**src/rtl/timer_counter.sv**
```systemverilog
// Memory-mapped programmable down-counter with one-shot and auto-reload modes.
// Registers are CTRL, PRESET and COUNT. An interrupt flag is masked by CTRL.IM.
module timer_counter #(
    parameter logic [31:0] BASE_ADDR = 32'h0000_7F00
) (
    input  logic        clk,
    input  logic        reset,
    input  logic [31:0] addr,
    input  logic [3:0]  byteen,
    input  logic [31:0] wdata,
    output logic [31:0] rdata,
    output logic        irq
);

    localparam logic [1:0] S_IDLE = 2'd0;
    localparam logic [1:0] S_LOAD = 2'd1;
    localparam logic [1:0] S_CNT  = 2'd2;
    localparam logic [1:0] S_INT  = 2'd3;

    logic        en;
    logic [1:0]  mode;
    logic        im;
    logic [31:0] preset;
    logic [31:0] count;
    logic [1:0]  state;
    logic        flag;

    logic        hit;
    logic        wr_ctrl;
    logic        wr_preset;
    logic        auto_reload;
    logic        flag_set;
    logic        unused_addr;

    assign hit         = (addr[31:4] == BASE_ADDR[31:4]);
    assign wr_ctrl     = hit && (byteen == 4'b1111) && (addr[3:2] == 2'd0);
    assign wr_preset   = hit && (byteen == 4'b1111) && (addr[3:2] == 2'd1);
    assign auto_reload = (mode == 2'b01);
    assign flag_set    = (state == S_CNT) && en && (count <= 32'd1);
    assign unused_addr = ^addr[1:0];

    // A bus write to CTRL takes priority over the end-of-run EN clear.
    always_ff @(posedge clk or negedge reset) begin
        if (!reset) begin
            en   <= 1'b0;
            mode <= 2'b00;
            im   <= 1'b0;
        end else if (wr_ctrl) begin
            en   <= wdata[0];
            mode <= wdata[2:1];
            im   <= wdata[3];
        end else if ((state == S_INT) && !auto_reload) begin
            en   <= 1'b0;
        end
    end

    always_ff @(posedge clk or negedge reset) begin
        if (!reset) begin
            preset <= 32'd0;
        end else if (wr_preset) begin
            preset <= wdata;
        end
    end

    always_ff @(posedge clk or negedge reset) begin
        if (!reset) begin
            state <= S_IDLE;
            count <= 32'd0;
        end else begin
            case (state)
                S_IDLE: begin
                    if (en) state <= S_LOAD;
                end
                S_LOAD: begin
                    count <= preset;
                    state <= S_CNT;
                end
                S_CNT: begin
                    if (!en) begin
                        state <= S_IDLE;
                    end else if (count > 32'd1) begin
                        count <= count - 32'd1;
                    end else begin
                        count <= 32'd0;
                        state <= S_INT;
                    end
                end
                S_INT: begin
                    state <= auto_reload ? S_LOAD : S_IDLE;
                end
                default: state <= S_IDLE;
            endcase
        end
    end

    // Setting the flag wins over a same-cycle clearing bus write.
    always_ff @(posedge clk or negedge reset) begin
        if (!reset) begin
            flag <= 1'b0;
        end else if (flag_set) begin
            flag <= 1'b1;
        end else if (wr_ctrl || wr_preset) begin
            flag <= 1'b0;
        end else if ((state == S_INT) && auto_reload) begin
            flag <= 1'b0;
        end
    end

    assign irq = flag & im;

    always_comb begin
        rdata = 32'd0;
        if (hit) begin
            case (addr[3:2])
                2'd0:    rdata = {28'd0, im, mode, en};
                2'd1:    rdata = preset;
                2'd2:    rdata = count;
                default: rdata = 32'd0;
            endcase
        end
    end

endmodule

```
**config.mk**
```make
export PLATFORM = sky130hd
export DESIGN_NAME = timer_counter
export DESIGN_NICKNAME = d
export VERILOG_FILES = /design/src/rtl/timer_counter.sv
export SDC_FILE = /design/constraint.sdc
export NUM_CORES = 1
export LEC_CHECK = 0
export CAP_MARGIN = 20
export CORE_AREA = 2 2 139 73
export CTS_BUF_LIST = sky130_fd_sc_hd__clkbuf_8
export DETAILED_ROUTE_END_ITERATION = 8
export DIE_AREA = 0 0 141 75
export PLACE_DENSITY_LB_ADDON = 0.25
export SETUP_SLACK_MARGIN = 0.4
export SKIP_CTS_REPAIR_TIMING = 1
export SLEW_MARGIN = 20
export SYNTH_ARGS = -nofsm -noshare
export SYNTH_HDL_FRONTEND = slang
export SYNTH_SLANG_ARGS = --single-unit
```
**constraint.sdc**
```tcl
create_clock -name clk -period 2.5 [get_ports clk]
set_clock_uncertainty 0.15 [all_clocks]
set_input_delay 0.25 -clock clk [delete_from_list [all_inputs] [get_ports clk]]
set_output_delay 0.25 -clock clk [all_outputs]
set_load 0.02 [all_outputs]
```
# ---- After elaboration in Yosys (flattened, before gate mapping)
# Index checks and enable logic that the tools add are counted.
dict set report classes {
  n_addsub 1
  order_cmp 2
  n_eq_ne 11
  muxes 15
  bitwise_logic 1
  n_reduce_logical 16
}
# op n
set op_table {}
lappend op_table {{two-way mux 32 bit} 3}
lappend op_table {{case mux 32 bit (3 select lines)} 1}
lappend op_table {{case mux 32 bit (2 select lines)} 1}
lappend op_table {{> comparator 32 x 1 -> 1 bit, second input constant} 1}
lappend op_table {{less-or-equal comparator 32 x 1 -> 1 bit, second input constant} 1}
lappend op_table {{subtractor 32 x 1 -> 32 bit, second input constant} 1}
lappend op_table {{== test 28 x 11 -> 1 bit, second input constant} 1}
lappend op_table {{case mux 2 bit (4 select lines)} 1}
lappend op_table {{logical AND 1 bit} 7}
lappend op_table {{== test 2 x 1 -> 1 bit, second input constant} 3}
lappend op_table {{== test 2 bit, second input constant} 3}
lappend op_table {{two-way mux 1 bit} 6}
lappend op_table {{two-way mux 2 bit} 3}
lappend op_table {{== test 4 bit, second input constant} 1}
lappend op_table {{logical NOT 2 bit} 2}
lappend op_table {{inequality test 2 bit, second input constant} 2}
lappend op_table {{AND reduction 2 bit} 2}
lappend op_table {{nonzero test 2 bit} 2}
lappend op_table {{inequality test 3 bit, second input constant} 1}
lappend op_table {{nonzero test 3 bit} 1}
lappend op_table {{bitwise AND 1 bit} 1}
lappend op_table {{logical NOT 1 bit} 1}
lappend op_table {{logical OR 1 bit} 1}
dict set report word_totals {
  regBits 71
  in_bits 70
  out_inout_bits 33
  elab_cells 53
}

# ---- Depth between registers and ports, before layout
# Gate-level depths: netlist (run 1).
dict set report logic_depth {
  ltp_word 6
  depth_mapped 8
  depth_no_buf 7
}

# ---- Worst setup path after synthesis (run 1)
# OpenSTA, ideal clock, no wires.
dict set report synth_timing {
  path_kind {input-to-reg}
  start {input port addr[19]}
  end {register preset[0]}
  setup_ns 0.128
  arrival_ns 2.166
  setup_slack_ns 0.057
  cell_stages 6
  path_buffers 1
  path_cell_list {or4b_1 -> nor4_1 -> nand4_2 -> nor3_4 -> buf_4 -> mux2_1}
}
dict set report synth_between {
  elab_chain_cells 3
}
# item line_no
set synth_lines {}
lappend synth_lines {{from (decl)} 8} ;# input logic [31:0] addr,
lappend synth_lines {{== test 28 x 11 -> 1 bit} 35} ;# assign hit = (addr[31:4] == BASE_ADDR[31:4]);
lappend synth_lines {{logical AND 1 bit (2 in series)} 37} ;# assign wr_preset = hit && (byteen == 4'b1111) && (addr[3:2] == 2'd1);
lappend synth_lines {{to (signal assigned)} 61} ;# preset <= wdata;
lappend synth_lines {{to (decl)} 23} ;# logic [31:0] preset;
# No other way between the ends.
# A chain may end at the register's enable or synchronous reset.

# ---- Worst setup path after layout (run 1)
dict set report layout_timing {
  start {input port addr[21]}
  end {register preset[0]}
}
# Same word-level chain as after synthesis.

==> results of run 1 <==
-- synth_stat cells, types with 7 or more instances --
cell and number:
a21oi_1 21, a22oi_1 37, and3_1 12, clkbuf_1 28, dfrtp_1 71, inv_1 13, mux2_1 30, mux2i_1 11
nand2_1 26, nand3_1 16, nand4_1 19, nor2_1 51, nor2b_1 7, nor4_1 12, o211ai_1 8, o311ai_0 8
or4_1 7
-- critical path, stage by stage --
cell and delay (ps):
dlymetal6s2s_1 130, or4b_4 500, nor4_4 340, nand4_4 160, buf_6 160, buf_12 140
nor3_4 290, buf_6 180, clkbuf_16 170, mux2_4 300
-- worst paths after layout --
| check | from | slack (ps) | cells after the start | to |
|---|---|---|---|---|
| min reg2reg | count[14] | 370 | 1 | count[14] |
| max reg2reg | count[6] | 40 | 5 | count[27] |
| min | reset | 160 | 2 | count[11] |
| max in group asynchronous | reset | 1220 | 3 | count[0] |
| max | addr[21] | -20 | 10 | preset[0] |
| min in group clk | wdata[0] | 320 | 3 | en |
-- cell families after synthesis --
| logic type | after synthesis | share of synthesized area [%] |
|---|---|---|
| muxes | 46 | 11.74 |
| and+or+nand+nor | 185 | 24.50 |
| DFF | 71 | 41.38 |
| AOI/OAI and AO/OA | 104 | 17.16 |
| adders and majority gates | 2 | 0.5827 |
| buffers and inverters | 49 | 4.633 |
-- stage by stage --
stage | hold WS [ps] | power [mW] | setup slack, ps | std cells
6_report | 163.7 | 2.114 | -24.18 | 748
5_1_grt | 167.8 | 2.157 | -88.60 | 748
4_1_cts | -380.7 | 2.104 | -606.4 | 713
3_5_place_dp | 10.03 | 1.353 | -602.1 | 699
3_3_place_gp | 9.916 | 1.349 | -534.7 | 699
2_1_floorplan | -195.6 | 1.197 | 128.3 | 457
-- final cells by class --
type / instances / area (sq um)
timing repair buffer: 191 / 2039
inverter: 13 / 48.80
fill: 549 / 1996
tap: 121 / 151.4
multi-input combinational: 338 / 3131
clock inverter: 5 / 21.27
sequential: 71 / 1779
clock buffer: 9 / 123.9
-- layer usage --
metal,part of all wire (%),wire [um],track usage [%]
met5,0,0,0
met3,12,2049,5.534
met1,41,7176,35.79
met2,45,7919,42.98
met4,2.8,497,7.556
-- power groups by stage --
stage               clock (mW)  sequential (mW)  combinational, mW
floorplan                    0             1.17             0.0260
global placement             0             1.17              0.179
detailed placement           0             1.17              0.183
CTS                      0.773             1.15              0.183
global route             0.814             1.15              0.195
finish                   0.783             1.15              0.184
-- flip-flops by register name (all words and copies together) (netlist names) --
signal / cells
flag: 1
im: 1
mode: 2
preset: 32
count: 32
en: 1
state: 2
-- layout by cell type, fill, tap and decap left out, types with 12 or more instances in the layout --
cell / instances
a22oi_1: 36
a21oi_1: 20
buf_4: 57
nand2_1: 22
dfrtp_1: 69
inv_1: 16
mux2_4: 35
clkdlybuf4s50_1: 59
nor2_4: 32
buf_6: 46
and3_1: 12
nand4_1: 19
nor2_1: 18
==> results.txt, run 1 <==
----------------------------------------------------
[Pwr]
  Net Sw Power ... 0.5215 mW
  Internal Power ... 1.593 mW
  Power share of the combinational group ... 8.7%
  Power per standard cell area ... 289.9 mW/mm^2
  Share of power burned in registers ... 54.3%
  Switching part of the total ... 24.67%
  Clock share of power ... 37.0%
  Static leakage ... 3.225 nW
  IR Drop Worst-Case VDD ... 274.0 uV

[Yosys]
  Cell area after synthesis ... 0.004294 sq mm
  Flip-flop cell with the highest count after synthesis ... dfrtp_1
  Yosys Warn Count ... 0
  Sequential share of the synthesized area ... 41.38%
  Post-synth net total ... 529
  Register bit count reported by yosys ... 71
  Proportion of netlist area held by the largest area contributor ... 41.38%
  Distinct cell type count after synthesis ... 52
  Average cell area after synthesis ... 9.396 sq um
  Post-synthesis async set-or-reset flop share ... 100.0%
  Ranking of synthesized cells by area ... dfrtp_1 (41%), mux2_1 (7.9%), a22oi_1 (6.5%), nor2_1 (4.5%), nand4_1 (2.8%)
  Gate count of the mapped netlist ... 457
  Count of flip-flops with a built-in enable after synthesis ... 0
  Top cell type by total area after synthesis ... dfrtp_1

[Global routing]
  Pin count of the biggest net entering global routing ... 38
  Global-route wire length before repair ... 21,510 um
  Via count of the first global-routing pass ... 4,229
  Number of antenna violations at the first check in global routing ... 0
  Combined global-route utilization of all metal layers ... 26.13%
  Residual overflow from global routing ... 0

[Layout]
  Area added between synthesis and finish ... 69.87%
  Net count, final ... 696
  Final non-filler cell area ... 0.007295 sq mm
  Fraction of layout instances using a drive strength above 1 ... 43.38%
  Antenna diode count ... 0
  Core occupancy in the finished layout ... 78.52%

[Clocking]
  Clock transition at the registers of the reported paths ... 80 ps
  Sink Count ... 71
  Maximum clock path buffer count ... 2
  CTS tree ... yes
  Root Buffer ... clkbuf_8
  Total number of H-tree levels ... 3
  Worst-Skew Late Latency ... 370 ps
  Clock buffer count from CTS ... 9

[Placed design]
  Placed wire-length estimate after detailed placement ... 9269 um
  Cell Area, Placed ... 0.006142 sq mm
  Count of input and output buffers ... 100
  Weighted congestion at the end of routability-driven global placement ... 0.8637

[Floorplanning]
  Number of placement rows ... 25
  Initial core utilization ... 46.22%
  Die area ... 0.01058 sq mm
  Placeable Area ... 0.009290 sq mm
  Die height ... 75 um
  Die width ... 141 um
  Ports ... 103

[Timing]
  Final worst-path cycle share ... 101.0%
  Worst path setup slack after routing ... -24.18 ps
  Final setup viols ... 8
  Number of pins with negative max-slew slack in the final report ... 0
  Headroom to the max-slew limit ... 53.56%
  Setup repair after global routing missed its margin ... yes
  Period minus WS final ... 2524 ps
  Final sum of negative setup slack ... -113.8 ps
  Total count of hold-check failures in the final report ... 0
  Slew @ Worst Pin ... 690.2 ps
  Highest Clock Rate ... 0.3962 GHz

[Worst setup path]
  Startpoint Class ... input pin
  Type of the worst setup path ... in -> reg
  Kind of end point of the critical path ... flop
  CP Max Fanout ... 7
  Required @ worst endpoint ... 2600 ps
  Worst EP arrival ... 2630 ps

[Run status]
  Status ... finished with violations
  Violated checks ... setup timing

[Drt]
  Routed length per instance ... 23.59 um
  Iteration-0 DRC Markers ... 668
  Detailed-route DRC error count ... 0
  Vias ... 4,944
  Per-cell via count in the routed design ... 6.610
  DRT Pass-1 Iters ... 6
  Total routed wirelength ... 17,640 um
  Remaining number of nets flagged by the antenna check after routing ... 0

[Hold path]
  Worst min-delay path category ... in -> async

[Flow run]
  Maxcap violations ... 0

----------------------------------------------------
(Power assumes the default switching activity.)
==> run 2, diff against run 1 <==
CORE_AREA = 2 2 99 101   (was 2 2 139 73)
DIE_AREA = 0 0 101 103   (was 0 0 141 75)
==> run 2 against run 1 <==
  * Sequential cell count unchanged
  * Critical path depth decreased by 2
  * Clock power increased by 0.8%
  * Critical endpoint is now rdata[28]
  * Global-route usage decreased by 1.1 points
  * The flow now finishes without violations
==> results.txt, run 2 (synthesis gave the netlist of run 1 again) <==
----------------------------------------------------
[Clocking]
  CTS tree ... yes (unchanged)
  Worst-Skew Late Latency ... 350 ps (was 370 ps)
  Sink Count ... 71 (unchanged)
  Root Buffer ... clkbuf_8 (unchanged)
  Clock buffer count from CTS ... 9 (unchanged)
  Maximum clock path buffer count ... 2 (unchanged)
  Total number of H-tree levels ... 3 (unchanged)
  Clock transition at the registers of the reported paths ... 70 ps (was 80 ps)

[Layout]
  Commonest cells after routing, fill and taps aside ... dfrtp_1 (69), buf_4 (63), clkdlybuf4s50_1 (59), buf_6 (43) (was dfrtp_1 (69), clkdlybuf4s50_1 (59), buf_4 (57), buf_6 (46), a22oi_1 (36))
  Largest registers ... count: 32 flops, preset: 32 flops (unchanged)
  Net count, final ... 700 (was 696)
  Antenna diode count ... 0 (unchanged)
  Fraction of layout instances using a drive strength above 1 ... 44.06% (was 43.38%)
  Most common cell after layout, fill and taps aside ... dfrtp_1 (unchanged)
  Area added between synthesis and finish ... 68.24% (was 69.87%)
  Non-filler cells in the finished layout ... 745 (was 748)

[Worst setup path]
  CP top delay family ... simple AND/OR/NAND/NOR gates (unchanged)
  CP Max Fanout ... 8 (was 7)
  Critical Path Slowest Stage Cell ... or4_4 (was or4b_4)
  Setup slack of the worst register-to-register path ... 50 ps (was 40 ps)
  Required @ worst endpoint ... 2100 ps (was 2600 ps)
  Kind of end point of the critical path ... output pin (was flop)
  Worst path buffer plus inverter count ... 4 (was 5)
  Startpoint Class ... input pin (unchanged)
  Cell-by-cell listing of the critical path ... buf_6 > or4_4 > nor4_4 > nand4_4 > buf_4 > clkbuf_16 > nor2_4 > buf_6 (was dlymetal6s2s_1 > or4b_4 > nor4_4 > nand4_4 > buf_6 > buf_12 > nor3_4 > buf_6 > clkbuf_16 > mux2_4)
  Type of the worst setup path ... in -> out (was in -> reg)
  Biggest cell delay along the critical path ... 530 ps (was 500 ps)
  Cell mode on critical path ... buf_6 (unchanged)
  Worst EP arrival ... 2060 ps (was 2630 ps)

[Timing]
  Period minus WS final ... 2462 ps (was 2524 ps)
  Final setup viols ... 0 (was 8)
  Final worst-path cycle share ... 98.50% (was 101.0%)
  Setup repair after global routing missed its margin ... yes (unchanged)
  Total count of hold-check failures in the final report ... 0 (unchanged)
  Highest Clock Rate ... 0.4061 GHz (was 0.3962 GHz)
  Final sum of negative setup slack ... 0 ps (was -113.8 ps)
  Slew @ Worst Pin ... 872.4 ps (was 690.2 ps)
  Number of pins with negative max-slew slack in the final report ... 0 (unchanged)
  Headroom to the max-slew limit ... 41.84% (was 53.56%)

[Pwr]
  Clock share of power ... 37.3% (was 37.0%)
  Net Sw Power ... 0.5171 mW (was 0.5215 mW)
  Static leakage ... 3.201 nW (was 3.225 nW)
  Post-layout total power ... 2.116 mW (was 2.114 mW)
  Power per standard cell area ... 292.9 mW/mm^2 (was 289.9 mW/mm^2)
  Switching part of the total ... 24.44% (was 24.67%)
  Share of power burned in registers ... 54.2% (was 54.3%)
  Power share of the combinational group ... 8.5% (was 8.7%)
  IR Drop Worst-Case VDD ... 239.9 uV (was 274.0 uV)
  Internal Power ... 1.599 mW (was 1.593 mW)

[Drt]
  Per-cell via count in the routed design ... 6.439 (was 6.610)
  Iteration-0 DRC Markers ... 372 (was 668)
  Vias ... 4,797 (was 4,944)
  Remaining number of nets flagged by the antenna check after routing ... 0 (unchanged)
  Detailed-route DRC error count ... 0 (unchanged)
  Total routed wirelength ... 16,340 um (was 17,640 um)
  DRT Pass-1 Iters ... 5 (was 6)
  Routed length per instance ... 21.94 um (was 23.59 um)

[Global routing]
  Number of antenna violations at the first check in global routing ... 0 (unchanged)
  Met1 Resource Use GR ... 32.62% (was 35.79%)
  Grt met2 use ... 43.69% (was 42.98%)
  Pin count of the biggest net entering global routing ... 34 (was 38)
  Via count of the first global-routing pass ... 4,218 (was 4,229)
  Busiest layer in global routing ... met2 (unchanged)
  Residual overflow from global routing ... 0 (unchanged)
  Global-route met3 utilization ... 3.119% (was 5.534%)
  Global-route wire length before repair ... 20,790 um (was 21,510 um)
  Combined global-route utilization of all metal layers ... 25.04% (was 26.13%)

[Placed design]
  Count of input and output buffers ... 100 (unchanged)
  Cell total after placement ... 691 (was 699)
  Weighted congestion at the end of routability-driven global placement ... 0.9144 (was 0.8637)
  Placed wire-length estimate after detailed placement ... 9065 um (was 9269 um)

[Floorplanning]
  Initial core utilization ... 45.40% (was 46.22%)
  Ports ... 103 (unchanged)
  Number of placement rows ... 36 (was 25)
  Die width ... 101 um (was 141 um)
  Die area ... 0.01040 sq mm (was 0.01058 sq mm)
  Placeable Area ... 0.009459 sq mm (was 0.009290 sq mm)
  Die height ... 103 um (was 75 um)

[Run status]
  Status ... complete, no violations (was finished with violations)

[Hold path]
  Worst min-delay path category ... in -> reg (was in -> async)

[Flow run]
  Maxcap violations ... 0 (unchanged)

----------------------------------------------------
## run 2: worst min-delay path, delay by kind of cell
kind / cells / cell delay, ps
buffers and inverters: 2 / 480
multiplexers: 1 / 60
## run 2: path summary, 6_finish.rpt
| check | start | endpoint | cells past startpoint |
|---|---|---|---|
| hold reg to reg | preset[31] | count[31] | 2 |
| max in group asynchronous | reset | state[0] | 3 |
| setup / recovery | addr[30] | rdata[28] | 8 |
| min in group asynchronous | reset | preset[27] | 2 |
| setup reg to reg | count[6] | count[23] | 8 |
| hold / removal | wdata[0] | en | 3 |
## run 2: cell type report
type / instances / area (sq um)
Fill cell: 597 / 2235
Inverter: 13 / 48.80
Clock inverter: 5 / 27.53
Sequential cell: 71 / 1779
Clock buffer: 9 / 123.9
Multi-Input combinational cell: 337 / 3034
Timing Repair Buffer: 196 / 2068
Tap cell: 114 / 142.6
## run 2: power groups by stage
| stage | Sequential [mW] | Combinational [mW] | Clock, mW |
|---|---|---|---|
| floorplan | 1.17 | 0.0260 | 0 |
| global placement | 1.17 | 0.176 | 0 |
| detailed placement | 1.17 | 0.180 | 0 |
| CTS | 1.15 | 0.181 | 0.787 |
| global route | 1.15 | 0.192 | 0.849 |
| finish | 1.15 | 0.180 | 0.789 |
## run 2: metrics by stage
| step | hold WS (ps) | cell area [sq um] | util, % | setup slack [ps] |
|---|---|---|---|---|
| floorplan | -195.6 | 4684 | - | 128.3 |
| global placement | 251.9 | 6126 | 64.76 | -540.9 |
| detailed placement | 250.3 | 6126 | 64.76 | -573.1 |
| CTS | -119.7 | 6277 | 66.36 | -563.7 |
| global route | 357.7 | 7224 | 76.38 | -10.77 |
| finish | 334.5 | 7224 | 76.38 | 37.61 |
## run 2: per-layer routing
| layer | wire length (um) | share of wire [%] |
|---|---|---|
| met4 | 721 | 4.4 |
| met2 | 8043 | 49 |
| met5 | 0 | 0 |
| met1 | 6395 | 39 |
| met3 | 1182 | 7.2 |
==> run 3, diff against run 2 <==
ABC_AREA = 1   (was default)
CORE_AREA = 2 2 102 104   (was 2 2 99 101)
CTS_CLUSTER_SIZE = 30   (was default)
DIE_AREA = 0 0 104 106   (was 0 0 101 103)
==> run 3 against run 2 <==
  * Routed wire length down 23%
  * Combinational power hardly changed
  * Critical path depth rose by 2
  * Sequential cell count is the same
  * Final cell count rose by 23%
  * Non-clock buffer count fell by 74
  * Global-route usage fell by 2.9 points
  * Clock power rose by 15%
  * Hold slack lost 65 ps
  * First-iteration DRC count shrank 23%
  * Register-to-register slack improved by 480 ps
  * Critical path type is now reg -> reg
==> results.txt, run 3 <==
----------------------------------------------------
[Layout]
  Antenna diode count ... 0 (unchanged)
  # fillers ... 915 (was 597)
  Fraction of layout instances using a drive strength above 1 ... 20.15% (was 44.06%)
  Final non-filler cell area ... 0.006389 sq mm (was 0.007224 sq mm)
  Net count, final ... 851 (was 700)
  Commonest cells after routing, fill and taps aside ... nand2_1 (171), nor2_1 (95), inv_1 (75), dfrtp_1 (71), o21ai_0 (40) (was dfrtp_1 (69), buf_4 (63), clkdlybuf4s50_1 (59), buf_6 (43))
  Largest registers ... count: 32 flops, preset: 32 flops (unchanged)
  Core occupancy in the finished layout ... 63.89% (was 76.38%)
  Most common cell after layout, fill and taps aside ... nand2_1 (was dfrtp_1)
  Area added between synthesis and finish ... 35.91% (was 68.24%)

[Timing]
  Slew @ Worst Pin ... 434.3 ps (was 872.4 ps)
  Final setup viols ... 0 (unchanged)
  Number of pins with negative max-slew slack in the final report ... 0 (unchanged)
  Headroom to the max-slew limit ... 70.97% (was 41.84%)
  Highest Clock Rate ... 0.5082 GHz (was 0.4061 GHz)
  Final worst-path cycle share ... 78.71% (was 98.50%)
  Setup repair after global routing missed its margin ... no (was yes)
  Final sum of negative setup slack ... 0 ps (unchanged)
  Period minus WS final ... 1968 ps (was 2462 ps)
  Total count of hold-check failures in the final report ... 0 (unchanged)
  Worst hold margin ... 270.0 ps (was 334.5 ps)

[Pwr]
  Power per standard cell area ... 350.6 mW/mm^2 (was 292.9 mW/mm^2)
  IR Drop Worst-Case VDD ... 265.7 uV (was 239.9 uV)
  Static leakage ... 3.130 nW (was 3.201 nW)

[Yosys]
  Adder and majority cell fraction of the synthesized area ... 0.5323% (was 0.5828%)
  Most used standard cell by instance count after synthesis ... nand2_1 (was dfrtp_1)
  Xor and xnor area share after synthesis ... 1.863% (was 0%)
  Ranking of synthesized cells by area ... dfrtp_1 (38%), nand2_1 (14%), nor2_1 (7.9%), inv_1 (5.8%), a21oi_1 (5.0%) (was dfrtp_1 (41%), mux2_1 (7.9%), a22oi_1 (6.5%), nor2_1 (4.5%), nand4_1 (2.8%))
  Top cell type by total area after synthesis ... dfrtp_1 (unchanged)
  Flip-flop cell with the highest count after synthesis ... dfrtp_1 (unchanged)
  Proportion of netlist area held by the largest area contributor ... 37.80% (was 41.38%)
  Multiplexer fraction of the synthesized cell area ... 0% (was 11.74%)
  Most frequent cells after synthesis ... nand2_1 (171), nor2_1 (99), inv_1 (73) (was dfrtp_1 (71), nor2_1 (51), a22oi_1 (37))
  Simple logic cell fraction of the synthesized area ... 33.38% (was 24.50%)
  Fraction of the mapped netlist area in compound gates ... 17.65% (was 17.16%)
  Cell area after synthesis ... 0.004701 sq mm (was 0.004294 sq mm)
  Average cell area after synthesis ... 6.985 sq um (was 9.396 sq um)
  Largest family of logic cells by synthesized area ... simple AND/OR/NAND/NOR gates (unchanged)
  Register bit count reported by yosys ... 71 (unchanged)
  Gate count of the mapped netlist ... 673 (was 457)
  Sequential share of the synthesized area ... 37.80% (was 41.38%)
  Post-synthesis async set-or-reset flop share ... 100.0% (unchanged)
  Post-synth net total ... 745 (was 529)
  Yosys Warn Count ... 0 (unchanged)
  Distinct cell type count after synthesis ... 27 (was 52)
  Count of flip-flops with a built-in enable after synthesis ... 0 (unchanged)

[Clocking]
  Clock transition at the registers of the reported paths ... 80 ps (was 70 ps)
  CTS tree ... yes (unchanged)
  Root Buffer ... clkbuf_8 (unchanged)
  Worst-Skew Late Latency ... 360 ps (was 350 ps)
  Maximum clock path buffer count ... 2 (unchanged)
  Sink Count ... 71 (unchanged)
  Clock buffer count from CTS ... 9 (unchanged)
  Total number of H-tree levels ... 3 (unchanged)

[Worst setup path]
  Cell mode on critical path ... nor2_4 (was buf_6)
  Kind of end point of the critical path ... flop (was output pin)
  CP top delay family ... simple AND/OR/NAND/NOR gates (unchanged)
  Biggest cell delay along the critical path ... 430 ps (was 530 ps)
  Number of cells on the critical path ... 10 (was 8)
  Worst R2R Path Depth ... 10 (was 8)
  Critical Path Slowest Stage Cell ... dfrtp_1 (was or4_4)
  CP Max Fanout ... 20 (was 8)
  Required @ worst endpoint ... 2600 ps (was 2100 ps)
  Worst EP arrival ... 2070 ps (was 2060 ps)
  Type of the worst setup path ... reg -> reg (was in -> out)
  Startpoint Class ... flop (was input pin)
  Cell-by-cell listing of the critical path ... inv_1 > ha_2 > nand2_4 > nor2_4 > nor2_4 > nor2_4 > nor2_8 > buf_12 > nand3_1 > a21oi_1 (was buf_6 > or4_4 > nor4_4 > nand4_4 > buf_4 > clkbuf_16 > nor2_4 > buf_6)
  Worst path buffer plus inverter count ... 2 (was 4)

[Drt]
  M1 wire length ... 5672 um (was 6395 um)
  Per-cell via count in the routed design ... 5.112 (was 6.439)
  DRT Pass-1 Iters ... 5 (unchanged)
  Amount of wire on met3 after detailed routing ... 593 um (was 1182 um)
  Vias ... 4,703 (was 4,797)
  Routed length per instance ... 13.68 um (was 21.94 um)
  Met2 WL post-DR ... 6077 um (was 8043 um)
  Detailed-route DRC error count ... 0 (unchanged)
  Total routed wirelength ... 12,590 um (was 16,340 um)
  Uppermost signal routing layer after detailed routing ... met4 (unchanged)
  Iteration-0 DRC Markers ... 287 (was 372)
  Remaining number of nets flagged by the antenna check after routing ... 0 (unchanged)

[Hold path]
  Worst min-delay path category ... in -> reg (unchanged)
  Hold path cells ... 3 (unchanged)

[Flow run]
  Maxcap violations ... 0 (unchanged)

[Placed design]
  Count of input and output buffers ... 100 (unchanged)
  Cell Area, Placed ... 0.005896 sq mm (was 0.006126 sq mm)
  Weighted congestion at the end of routability-driven global placement ... 0.8904 (was 0.9144)
  Placed wire-length estimate after detailed placement ... 8365 um (was 9065 um)

[Floorplanning]
  Placeable Area ... 0.01000 sq mm (was 0.009459 sq mm)
  Number of placement rows ... 37 (was 36)
  Die height ... 106 um (was 103 um)
  Die area ... 0.01102 sq mm (was 0.01040 sq mm)
  Die width ... 104 um (was 101 um)
  Ports ... 103 (unchanged)
  Initial core utilization ... 47.01% (was 45.40%)

[Global routing]
  Residual overflow from global routing ... 0 (unchanged)
  Global-route wire length before repair ... 20,310 um (was 20,790 um)
  Number of antenna violations at the first check in global routing ... 0 (unchanged)
  Via count of the first global-routing pass ... 4,561 (was 4,218)
  Combined global-route utilization of all metal layers ... 22.19% (was 25.04%)
  Pin count of the biggest net entering global routing ... 72 (was 34)

[Run status]
  Status ... complete, no violations (unchanged)

----------------------------------------------------
run 3: changes by cell type in the layout (fill, tap and decap cells not counted), moves of 24 or more:
cell and change:
inv_1 +63, o21ai_0 +39, o21ai_1 +31, dlymetal6s2s_1 +26, a22oi_1 -35, buf_4 -24, nand2_1 +148, a21oi_2 +35
mux2_4 -35, nor2_1 +80, buf_6 -40
run 3: area by class of cell:
cell class	count	area (sq um)	area share (%)
Inverter	73	279.0	4.367
Timing Repair Buffer	122	1308	20.47
Clock inverter	6	53.80	0.8421
Multi-Input combinational cell	502	2664	41.70
Clock buffer	10	137.6	2.154
Tap cell	136	170.2	2.664
Sequential cell	71	1777	27.81
run 3: worst paths after layout:
path                            startpoint    endpoint  slack [ps]
worst max-delay path              count[0]   count[31]         530
worst min-delay path             wdata[29]  preset[29]         270
worst max register to register    count[0]   count[31]         530
worst min register to register     mode[1]     mode[1]         340
max in group asynchronous            reset   count[26]        1600
min in group asynchronous            reset  preset[11]         290
run 3: worst register-to-register path, cell delays in order, from the launching register on:
cell,delay (ps)
dfrtp_1,430
inv_1,150
ha_2,250
nand2_4,100
nor2_4,160
nor2_4,60
nor2_4,170
nor2_8,70
buf_12,160
nand3_1,100
a21oi_1,60
run 3: per-stage QoR:
| stage | setup slack (ps) | cells | total power, mW |
|---|---|---|---|
| 6_report | 532.2 | 920 | 2.240 |
| 5_1_grt | 406.1 | 920 | 2.325 |
| 4_1_cts | -107.9 | 913 | 2.252 |
| 3_5_place_dp | -110.3 | 897 | 1.352 |
| 3_3_place_gp | -44.85 | 897 | 1.349 |
| 2_1_floorplan | 716.8 | 673 | 1.203 |
run 3: where the power goes:
group	switching (mW)	internal [mW]	leakage, nW
clock	0.433	0.476	0.106
sequential	0.0000000878	1.15	0.987
combinational	0.0755	0.107	2.04
total	0.509	1.73	3.13
run 3: metal layers:
layer  vias up  track usage, %
met1      2178           27.71
met2       137           38.06
li1       2366               -
met4         0           9.459
met3        22           3.801
met5         -               0
run 3: logic make-up after synthesis:
group / Yosys count
flip-flops: 71
AND/OR/NAND/NOR: 344
adder cells (fa/ha/maj): 2
buffers and inverters: 100
XOR/XNOR: 10
AO/OA/AOI/OAI: 146
